==> config.mk <==
export PLATFORM = sky130hd
export DESIGN_NAME = vga_draw_arbiter
export DESIGN_NICKNAME = d
export VERILOG_FILES = /design/src/rtl/draw_pkg.sv /design/src/rtl/vga_draw_arbiter_rr_pick.sv /design/src/rtl/vga_draw_arbiter.sv
export SDC_FILE = /design/constraint.sdc
export NUM_CORES = 1
export LEC_CHECK = 0
export BUFFER_PORTS_ARGS = -buffer_cell sky130_fd_sc_hd__buf_4
export CORE_MARGIN = 2
export CORE_UTILIZATION = 45
export DETAILED_ROUTE_END_ITERATION = 8
export GPL_ROUTABILITY_DRIVEN = 0
export PLACE_DENSITY = 0.83
export SLEW_MARGIN = 20
export SYNTH_ARGS = -nofsm -noshare
export SYNTH_HDL_FRONTEND = slang
export SYNTH_SLANG_ARGS = --single-unit
==> constraint.sdc <==
create_clock -name clock -period 2.2 [get_ports clock]
set_input_delay 0.22 -clock clock [delete_from_list [all_inputs] [get_ports clock]]
set_output_delay 0.22 -clock clock [all_outputs]
set_load 0.05 [all_outputs]
==> src/rtl/draw_pkg.sv <==
// Shared types and constants for the per-frame VGA draw scheduler.
// Renderer index constants name the slices of the packed request ports.
package draw_pkg;

    typedef enum logic [2:0] {
        ST_IDLE  = 3'd0,
        ST_CLEAR = 3'd1,
        ST_ARB   = 3'd2,
        ST_START = 3'd3,
        ST_WAIT  = 3'd4
    } draw_state_t;

    localparam int         DRAW_NUM_REQ   = 4;
    localparam int         DRAW_X_W       = 8;
    localparam int         DRAW_Y_W       = 7;
    localparam logic [2:0] DRAW_BG_COLOUR = 3'b000;

    localparam int REQ_SCORE  = 0;
    localparam int REQ_ALIEN  = 1;
    localparam int REQ_PLAYER = 2;
    localparam int REQ_BULLET = 3;

endpackage

==> src/rtl/vga_draw_arbiter_rr_pick.sv <==
// Round-robin first-one finder: returns the first set bit of pend at or
// above ptr, wrapping past the top index back to zero.
module rr_pick #(
    parameter int N  = 4,
    parameter int IW = (N > 1) ? $clog2(N) : 1
) (
    input  logic [N-1:0]  pend,
    input  logic [IW-1:0] ptr,
    output logic [IW-1:0] g,
    output logic          valid
);

    logic [IW:0] idx;

    // Scan from the farthest offset down so the nearest candidate is written last.
    always_comb begin
        g     = '0;
        valid = 1'b0;
        idx   = '0;
        for (int k = N - 1; k >= 0; k--) begin
            idx = {1'b0, ptr} + (IW + 1)'(k);
            if (idx >= (IW + 1)'(N)) begin
                idx = idx - (IW + 1)'(N);
            end
            if (pend[idx[IW-1:0]]) begin
                g     = idx[IW-1:0];
                valid = 1'b1;
            end
        end
    end

endmodule

==> src/rtl/vga_draw_arbiter.sv <==
// Owns the single VGA pixel-write port: clears the playfield each frame,
// then hands the port to each requesting renderer once, round-robin.
module vga_draw_arbiter
    import draw_pkg::*;
#(
    parameter int         NUM_REQ   = DRAW_NUM_REQ,
    parameter int         X_W       = DRAW_X_W,
    parameter int         Y_W       = DRAW_Y_W,
    parameter int         CLR_W     = 160,
    parameter int         CLR_H     = 120,
    parameter logic [2:0] BG_COLOUR = DRAW_BG_COLOUR,
    parameter int         TIMEOUT   = 4095
) (
    input  logic                   clock,
    input  logic                   reset,
    input  logic                   frame_tick,
    input  logic [NUM_REQ-1:0]     req,
    input  logic [NUM_REQ-1:0]     done,
    input  logic [NUM_REQ*X_W-1:0] x_in,
    input  logic [NUM_REQ*Y_W-1:0] y_in,
    input  logic [NUM_REQ*3-1:0]   colour_in,
    input  logic [NUM_REQ-1:0]     plot_in,
    output logic [NUM_REQ-1:0]     start,
    output logic [NUM_REQ-1:0]     grant,
    output logic [X_W-1:0]         vga_x,
    output logic [Y_W-1:0]         vga_y,
    output logic [2:0]             vga_colour,
    output logic                   vga_plot,
    output logic                   frame_busy,
    output logic                   timeout_err,
    output logic                   overrun_err,
    output draw_state_t            dbg_state
);

    localparam int IW   = (NUM_REQ > 1) ? $clog2(NUM_REQ) : 1;
    localparam int WD_W = $clog2(TIMEOUT + 1);

    // Handshake: a renderer holds req until its turn, gets a one-cycle start,
    // owns the port while grant is high, and ends ownership with one cycle of done.
    draw_state_t        state_q, state_d;
    logic [X_W-1:0]     cx_q, cx_d;
    logic [Y_W-1:0]     cy_q, cy_d;
    logic [NUM_REQ-1:0] served_q, served_d;
    logic [IW-1:0]      rr_q, rr_d;
    logic [IW-1:0]      g_q, g_d;
    logic [WD_W-1:0]    wd_q, wd_d;
    logic [NUM_REQ-1:0] start_q, start_d;
    logic [NUM_REQ-1:0] grant_q, grant_d;
    logic [X_W-1:0]     vga_x_q, vga_x_d;
    logic [Y_W-1:0]     vga_y_q, vga_y_d;
    logic [2:0]         vga_colour_q, vga_colour_d;
    logic               vga_plot_q, vga_plot_d;
    logic               frame_busy_q, frame_busy_d;
    logic               timeout_err_q, timeout_err_d;
    logic               overrun_err_q, overrun_err_d;

    logic [NUM_REQ-1:0] pend;
    logic [NUM_REQ-1:0] g_bit;
    logic [IW-1:0]      pick_g;
    logic               pick_valid;
    logic               release_now;

    assign pend  = req & ~served_q;
    assign g_bit = NUM_REQ'(1) << g_q;

    rr_pick #(.N(NUM_REQ), .IW(IW)) u_rr_pick (
        .pend  (pend),
        .ptr   (rr_q),
        .g     (pick_g),
        .valid (pick_valid)
    );

    always_comb begin
        state_d       = state_q;
        cx_d          = cx_q;
        cy_d          = cy_q;
        served_d      = served_q;
        rr_d          = rr_q;
        g_d           = g_q;
        wd_d          = wd_q;
        start_d       = '0;
        grant_d       = grant_q;
        vga_x_d       = '0;
        vga_y_d       = '0;
        vga_colour_d  = '0;
        vga_plot_d    = 1'b0;
        frame_busy_d  = frame_busy_q;
        timeout_err_d = timeout_err_q;
        overrun_err_d = overrun_err_q | (frame_tick & frame_busy_q);
        release_now   = 1'b0;

        case (state_q)
            ST_IDLE: begin
                if (frame_tick) begin
                    state_d      = ST_CLEAR;
                    cx_d         = '0;
                    cy_d         = '0;
                    served_d     = '0;
                    frame_busy_d = 1'b1;
                end
            end
            ST_CLEAR: begin
                vga_x_d      = cx_q;
                vga_y_d      = cy_q;
                vga_colour_d = BG_COLOUR;
                vga_plot_d   = 1'b1;
                if (cx_q == X_W'(CLR_W - 1)) begin
                    cx_d = '0;
                    if (cy_q == Y_W'(CLR_H - 1)) begin
                        state_d = ST_ARB;
                    end else begin
                        cy_d = cy_q + 1'b1;
                    end
                end else begin
                    cx_d = cx_q + 1'b1;
                end
            end
            ST_ARB: begin
                if (pick_valid) begin
                    g_d     = pick_g;
                    state_d = ST_START;
                end else begin
                    state_d      = ST_IDLE;
                    frame_busy_d = 1'b0;
                end
            end
            ST_START: begin
                start_d = g_bit;
                grant_d = g_bit;
                wd_d    = '0;
                state_d = ST_WAIT;
            end
            ST_WAIT: begin
                // The pixel presented alongside done is still forwarded.
                vga_x_d      = x_in[g_q*X_W +: X_W];
                vga_y_d      = y_in[g_q*Y_W +: Y_W];
                vga_colour_d = colour_in[g_q*3 +: 3];
                vga_plot_d   = plot_in[g_q];
                release_now  = done[g_q] | (wd_q == WD_W'(TIMEOUT - 1));
                if (release_now) begin
                    served_d = served_q | g_bit;
                    rr_d     = (g_q == IW'(NUM_REQ - 1)) ? '0 : g_q + 1'b1;
                    grant_d  = '0;
                    state_d  = ST_ARB;
                    if (!done[g_q]) begin
                        timeout_err_d = 1'b1;
                    end
                end else begin
                    wd_d = wd_q + 1'b1;
                end
            end
            default: state_d = ST_IDLE;
        endcase
    end

    always_ff @(posedge clock) begin
        if (!reset) begin
            state_q       <= ST_IDLE;
            cx_q          <= '0;
            cy_q          <= '0;
            served_q      <= '0;
            rr_q          <= '0;
            g_q           <= '0;
            wd_q          <= '0;
            start_q       <= '0;
            grant_q       <= '0;
            vga_x_q       <= '0;
            vga_y_q       <= '0;
            vga_colour_q  <= '0;
            vga_plot_q    <= 1'b0;
            frame_busy_q  <= 1'b0;
            timeout_err_q <= 1'b0;
            overrun_err_q <= 1'b0;
        end else begin
            state_q       <= state_d;
            cx_q          <= cx_d;
            cy_q          <= cy_d;
            served_q      <= served_d;
            rr_q          <= rr_d;
            g_q           <= g_d;
            wd_q          <= wd_d;
            start_q       <= start_d;
            grant_q       <= grant_d;
            vga_x_q       <= vga_x_d;
            vga_y_q       <= vga_y_d;
            vga_colour_q  <= vga_colour_d;
            vga_plot_q    <= vga_plot_d;
            frame_busy_q  <= frame_busy_d;
            timeout_err_q <= timeout_err_d;
            overrun_err_q <= overrun_err_d;
        end
    end

    assign start       = start_q;
    assign grant       = grant_q;
    assign vga_x       = vga_x_q;
    assign vga_y       = vga_y_q;
    assign vga_colour  = vga_colour_q;
    assign vga_plot    = vga_plot_q;
    assign frame_busy  = frame_busy_q;
    assign timeout_err = timeout_err_q;
    assign overrun_err = overrun_err_q;
    assign dbg_state   = state_q;

endmodule

==> results of run 1 <==
metal layers:
| layer | track usage, % | up-vias | wire (um) | share of wire [%] |
|---|---|---|---|---|
| li1 | - | 1616 | - | - |
| met1 | 27.44 | 1668 | 3840 | 39 |
| met2 | 39.58 | 171 | 5175 | 53 |
| met3 | 4.108 | 22 | 679 | 6.9 |
| met4 | 9.204 | 0 | 148 | 1.5 |
| met5 | 0 | - | 0 | 0 |
area by class of cell:
class                   count  share of cell area [%]
inverters                   8                  0.6369
flip-flops and latches     68                   28.90
clock inverters             6                   1.354
well taps                  99                   2.627
clock buffers              10                   2.919
multi-input cells         257                   42.06
repair buffers            135                   21.50
cell families after synthesis:
group,count (synthesis)
flops,68
buf+inv,31
fa+ha+maj,8
xor+xnor,2
mux,28
simple gates,131
compound gates,88
Yosys cell counts, drive strengths merged (4+ instances only):
| cell type | instances |
|---|---|
| mux2i | 6 |
| o31ai | 7 |
| and2 | 5 |
| nor3 | 6 |
| or4 | 8 |
| or3 | 9 |
| dfxtp | 68 |
| nor2b | 6 |
| o21ai | 17 |
| a22o | 17 |
| mux4 | 20 |
| nand3 | 14 |
| and3 | 8 |
| nand2b | 5 |
| clkbuf | 19 |
| nor2 | 15 |
| a21oi | 19 |
| nand4 | 4 |
| ha | 8 |
| nand2 | 34 |
| buf | 4 |
| a31oi | 4 |
| a31o | 5 |
| o22ai | 4 |
| inv | 8 |
worst min-delay path, cell delays in order:
cell and delay [ns]:
buf_4 0.11, a21oi_1 0.06, nor2_1 0.07
worst max-delay path by stage:
stage | slack [ns] | depth (start not counted) | from | endpoint
final | 0.12 | 6 | wd_q[0] | wd_q[4]
after global routing | 0.07 | 5 | dbg_state[0] | cx_q[7]
after CTS | 0.04 | 4 | g_q[0] | wd_q[4]
after detailed placement | 0.05 | 4 | g_q[0] | wd_q[4]
after global placement | 0.13 | 4 | g_q[0] | wd_q[10]
after floorplan | 0.11 | 7 | g_q[0] | wd_q[8]
power groups by stage:
stage / logic, mW / clock network, mW / registers (mW)
6_report: 0.292 / 1.05 / 1.25
5_1_grt: 0.314 / 1.11 / 1.26
4_1_cts: 0.292 / 1.06 / 1.25
3_5_place_dp: 0.291 / 0 / 1.28
3_3_place_gp: 0.282 / 0 / 1.28
2_1_floorplan: 0.0984 / 0 / 1.30
what timing repair did:
item	CTS	global route
setup endpoints to repair	0	6
hold endpoints to repair	0	0
gates resized for setup	0	2
stage by stage:
step,std cells,area [um2]
2_1_floorplan,356,3462
3_3_place_gp,567,4503
3_5_place_dp,567,4503
4_1_cts,583,4705
5_1_grt,583,4715
6_report,583,4715
registers in the layout (all words and copies together) (netlist names), 2 cells and up:
signal / count
dbg_state: 3
vga_x: 8
rr_q: 2
vga_y: 7
start: 4
g_q: 2
wd_q: 12
cy_q: 7
vga_colour: 3
grant: 4
served_q: 4
cx_q: 8
==> impl_metrics.ini, run 1 <==
[outcome]
status = completed

[sta]
worst_slack_ns = 0.1238
hold_ws_ns = 0.1605
rsz0062_at_grt = false
fin_tns_setup_ns = 0
drv_slew = 0
fmax_ghz = 0.4817
skew_ns = 0.009170
min_period_ns = 2.076
final.period_utilization_pct = 94.37
worst_pin_slew_ns = 0.6053
finalHoldViolations = 0
finalSetupViolCount = 0
slew_headroom_pct = 59.33

[global_routing]
grt_usage_pct = 22.62
antenna_found_initial = 0
grt_max_degree = 25
grt_pass1_vias = 3343
overflow = 0
grt_pass1_wl_mm = 15.39

[worst_setup_path]
end_kind = register
reg2reg_from = wd_q[0]
worst_ep_arrival_time_ns = 2.35
r2r_end = wd_q[4]
critPathKind = reg2reg
critPathTopFamily = simple AND/OR/NAND/NOR gates
cp_num_buf_inv = 1
start_kind = register
slowest_stage = or4_1
cp_max_fo = 16
crit_chain = inv_1 -> ha_1 -> and3_1 -> and4_1 -> or4_1 -> a21oi_1
critPathMaxStageDelay_ns = 0.56
reg2reg_slack_ns = 0.12
cp.required_ns = 2.47
r2r_cells = 6

[floorplanning]
rows = 31
die_h_um = 91.71
chipWidth_um = 91.71
start_util_pct = 46.98
core_area_um2 = 7370
die-area_um2 = 8411
num_io_pins = 120

[logic_synthesis]
synth.avg_cell_area_um2 = 9.725
postSynth.asyncResetShare_pct = 0
synth_compound_gate_area_share_pct = 17.42
synth_fp_nets = 451
synth_top_family_by_area = simple AND/OR/NAND/NOR gates
ys_top_cells_by_area = dfxtp_1, mux4_2, a22o_1
synth_top_area_share_pct = 39.32
syn_inst = 356
synthMuxAreaShare_pct = 15.40
synthSimpleGateAreaFrac_pct = 20.64
synth_edf_count = 0
synth-seq-cells = 68
synth.distinct_cells = 50
synth_top_flop_cell = dfxtp_1
synth-seq-area-share_pct = 39.32
yosysWarnings = 0
netlist_area_um2 = 3462
synth_xor_area_share_pct = 0.5060
synthAdderAreaFrac_pct = 2.891
synth_top_cell_by_area = dfxtp_1

[finish]
syn2layout_area_growth_pct = 36.18
nets = 574
regArea_um2 = 1363
final_util_pct = 63.97
layout-drive-gt1-share_pct = 37.60
multiInputGateArea_um2 = 1983
final_common_cell = buf_4
mostFrequentLayoutCells = buf_4, dfxtp_1, nand2_1
diodes = 0
fillers = 631

[pwr]
power_switching_share_pct = 24.46
leakage_nw = 1.925
total_power_mw = 2.592
power.density_nw_per_um2 = 549.8
power_frac_comb_pct = 11.3
power_frac_clock_pct = 40.3
netSwitchingPower_uw = 633.9
worst_ir_drop_vdd_v = 0.0003607
power.share.sequential_pct = 48.4
p_int_mw = 1.958

[clock_network]
cts_max_level = 3
clock-sinks = 68
cts_setup_buffers = 0
root_buffer = clkbuf_8
cts_hold_buf = 0
cts_made_buffers = 9
cts.path.max_buffers = 2
cts_tree = done
clkLatencyLatePin_ns = 0.35
clk_pin_slew_ns = 0.08

[route]
drt_iter0_drc = 244
ant_nets = 0
wirelength_mm = 9.844
num_vias = 3477
drc = 0
dr.pass1.iters = 5
viasPerCell = 5.964
wire_per_inst_um = 16.89

[min_path]
hp-class = in2reg
holdPathEnd = overrun_err
worstHoldStart = frame_tick
hold_depth = 3

[run]
maxCapViolCount = 0

[placement]
dpl.hpwl_mm = 7.291
port_buffers = 119
dpl_worst_slack_ns = 0.04737
Power figures use the tool's default switching activity.
==> run 2, diff against run 1 <==
--- a/config.mk
+++ b/config.mk
@@ -5,12 +5,13 @@
 export SDC_FILE = /design/constraint.sdc
 export NUM_CORES = 1
 export LEC_CHECK = 0
+export ABC_CLOCK_PERIOD_IN_PS = 2200
 export BUFFER_PORTS_ARGS = -buffer_cell sky130_fd_sc_hd__buf_4
 export CORE_MARGIN = 2
 export CORE_UTILIZATION = 45
 export DETAILED_ROUTE_END_ITERATION = 8
 export GPL_ROUTABILITY_DRIVEN = 0
-export PLACE_DENSITY = 0.83
+export PLACE_DENSITY = 0.76
 export SLEW_MARGIN = 20
 export SYNTH_ARGS = -nofsm -noshare
 export SYNTH_HDL_FRONTEND = slang
==> impl_metrics.ini, run 2 (synthesis results as in run 1) <==
[global_routing]
overflow = 0
grt_max_degree = 25
grt_pass1_vias = 3230
antenna_found_initial = 0
grt_usage_pct = 22.40
grt_pass1_wl_mm = 15.10

[clock_network]
clkLatencyLatePin_ns = 0.35
cts_hold_buf = 0
cts_made_buffers = 9
clk_pin_slew_ns = 0.07
root_buffer = clkbuf_8
cts_setup_buffers = 0
clock-sinks = 68
cts_max_level = 3
cts_tree = done
cts.path.max_buffers = 2

[route]
drc = 0
wirelength_mm = 9.595
wire_per_inst_um = 16.54
ant_nets = 0
drt_iter0_drc = 217
num_vias = 3369
dr.pass1.iters = 5
viasPerCell = 5.809

[floorplanning]
start_util_pct = 46.98
rows = 31
core_area_um2 = 7370
num_io_pins = 120
die-area_um2 = 8411
chipWidth_um = 91.71
die_h_um = 91.71

[sta]
min_period_ns = 2.151
slew_headroom_pct = 56.66
final.period_utilization_pct = 97.77
fmax_ghz = 0.4649
fin_tns_setup_ns = 0
finalHoldViolations = 0
finalSetupViolCount = 0
drv_slew = 0
skew_ns = 0.007776
rsz0062_at_grt = false
worst_pin_slew_ns = 0.6451

[outcome]
status = completed

[finish]
largest_reg_flops = 12
nets = 571
mostFrequentLayoutCells = buf_4, dfxtp_1, nand2_1
fillers = 631
layout-drive-gt1-share_pct = 36.80
diodes = 0
layout.cells.non_filler = 580
design_area_um2 = 4674
syn2layout_area_growth_pct = 35.02
regMostFlops = wd_q
final_common_cell = buf_4

[worst_setup_path]
critPathKind = reg2reg
r2r_cells = 6
reg2reg_from = wd_q[0]
start_kind = register
startpoint = wd_q[0]
path_depth = 6
end_kind = register
critPathMaxStageDelay_ns = 0.57
r2r_end = wd_q[3]
cp_max_fo = 16
worst_ep_arrival_time_ns = 2.42
crit_chain = inv_1 -> ha_1 -> and3_1 -> and4_1 -> or4_1 -> a21oi_1
cp.required_ns = 2.47
reg2reg_slack_ns = 0.05
worstSetupEndpoint = wd_q[3]
critPathTopFamily = simple AND/OR/NAND/NOR gates
cp_num_buf_inv = 1
slowest_stage = or4_1

[run]
maxCapViolCount = 0

[placement]
port_buffers = 119
placed_cell_area_um2 = 4481
placedCellCount = 564
dpl.hpwl_mm = 7.025

[min_path]
hp-class = in2reg

[pwr]
power.density_nw_per_um2 = 543.2
leakage_nw = 1.904
worst_ir_drop_vdd_v = 0.0003703
## run 2: layout make-up
type / instances / area, um2 / area share, %
multi-input cells: 257 / 1983 / 42.43
clock inverters: 5 / 52.55 / 1.124
repair buffers: 132 / 991.0 / 21.20
inverters: 8 / 30.03 / 0.6424
flip-flops and latches: 68 / 1363 / 29.15
clock buffers: 11 / 131.4 / 2.810
well taps: 99 / 123.9 / 2.650
## run 2: tightest hold or removal path, stage by stage
cell     delay, ns
buf_4         0.10
a21oi_1       0.06
nor2_1        0.08
## run 2: how the worst min path moves through the flow
stage,from,to,cells past startpoint
after floorplan,frame_tick,overrun_err,2
after global placement,served_q[0],served_q[0],2
after detailed placement,served_q[0],served_q[0],2
after CTS,frame_tick,overrun_err,3
after global routing,frame_tick,overrun_err,3
final,frame_tick,overrun_err,3
## run 2: power breakdown
| group | total [mW] | internal (mW) | switching (mW) |
|---|---|---|---|
| combinational | 0.292 | 0.166 | 0.127 |
| sequential | 1.26 | 1.24 | 0.0149 |
| clock | 0.991 | 0.518 | 0.473 |
## run 2: per-stage QoR
step / util, % / setup slack (ns) / hold WS (ns) / power [mW]
floorplan: - / 0.1060 / 0.3647 / 1.403
global placement: 60.80 / 0.1305 / 0.4367 / 1.564
detailed placement: 60.80 / 0.04235 / 0.4427 / 1.574
CTS: 63.29 / 0.03789 / 0.1506 / 2.551
global route: 63.43 / 0.01093 / 0.1885 / 2.632
finish: 63.43 / 0.04910 / 0.1596 / 2.539
## run 2: metal layers
layer / share of wire, % / track usage [%] / vias up
li1: - / - / 1606
met1: 42 / 27.45 / 1654
met2: 53 / 38.73 / 98
met3: 4.4 / 5.505 / 11
met4: 1.0 / 7.214 / 0
met5: 0 / 0 / -
## run 2: what timing repair did
| item | CTS | global route |
|---|---|---|
| setup endpoints to repair | 0 | 9 |
| resized for setup | 0 | 2 |
| hold endpoints to repair | 0 | 0 |
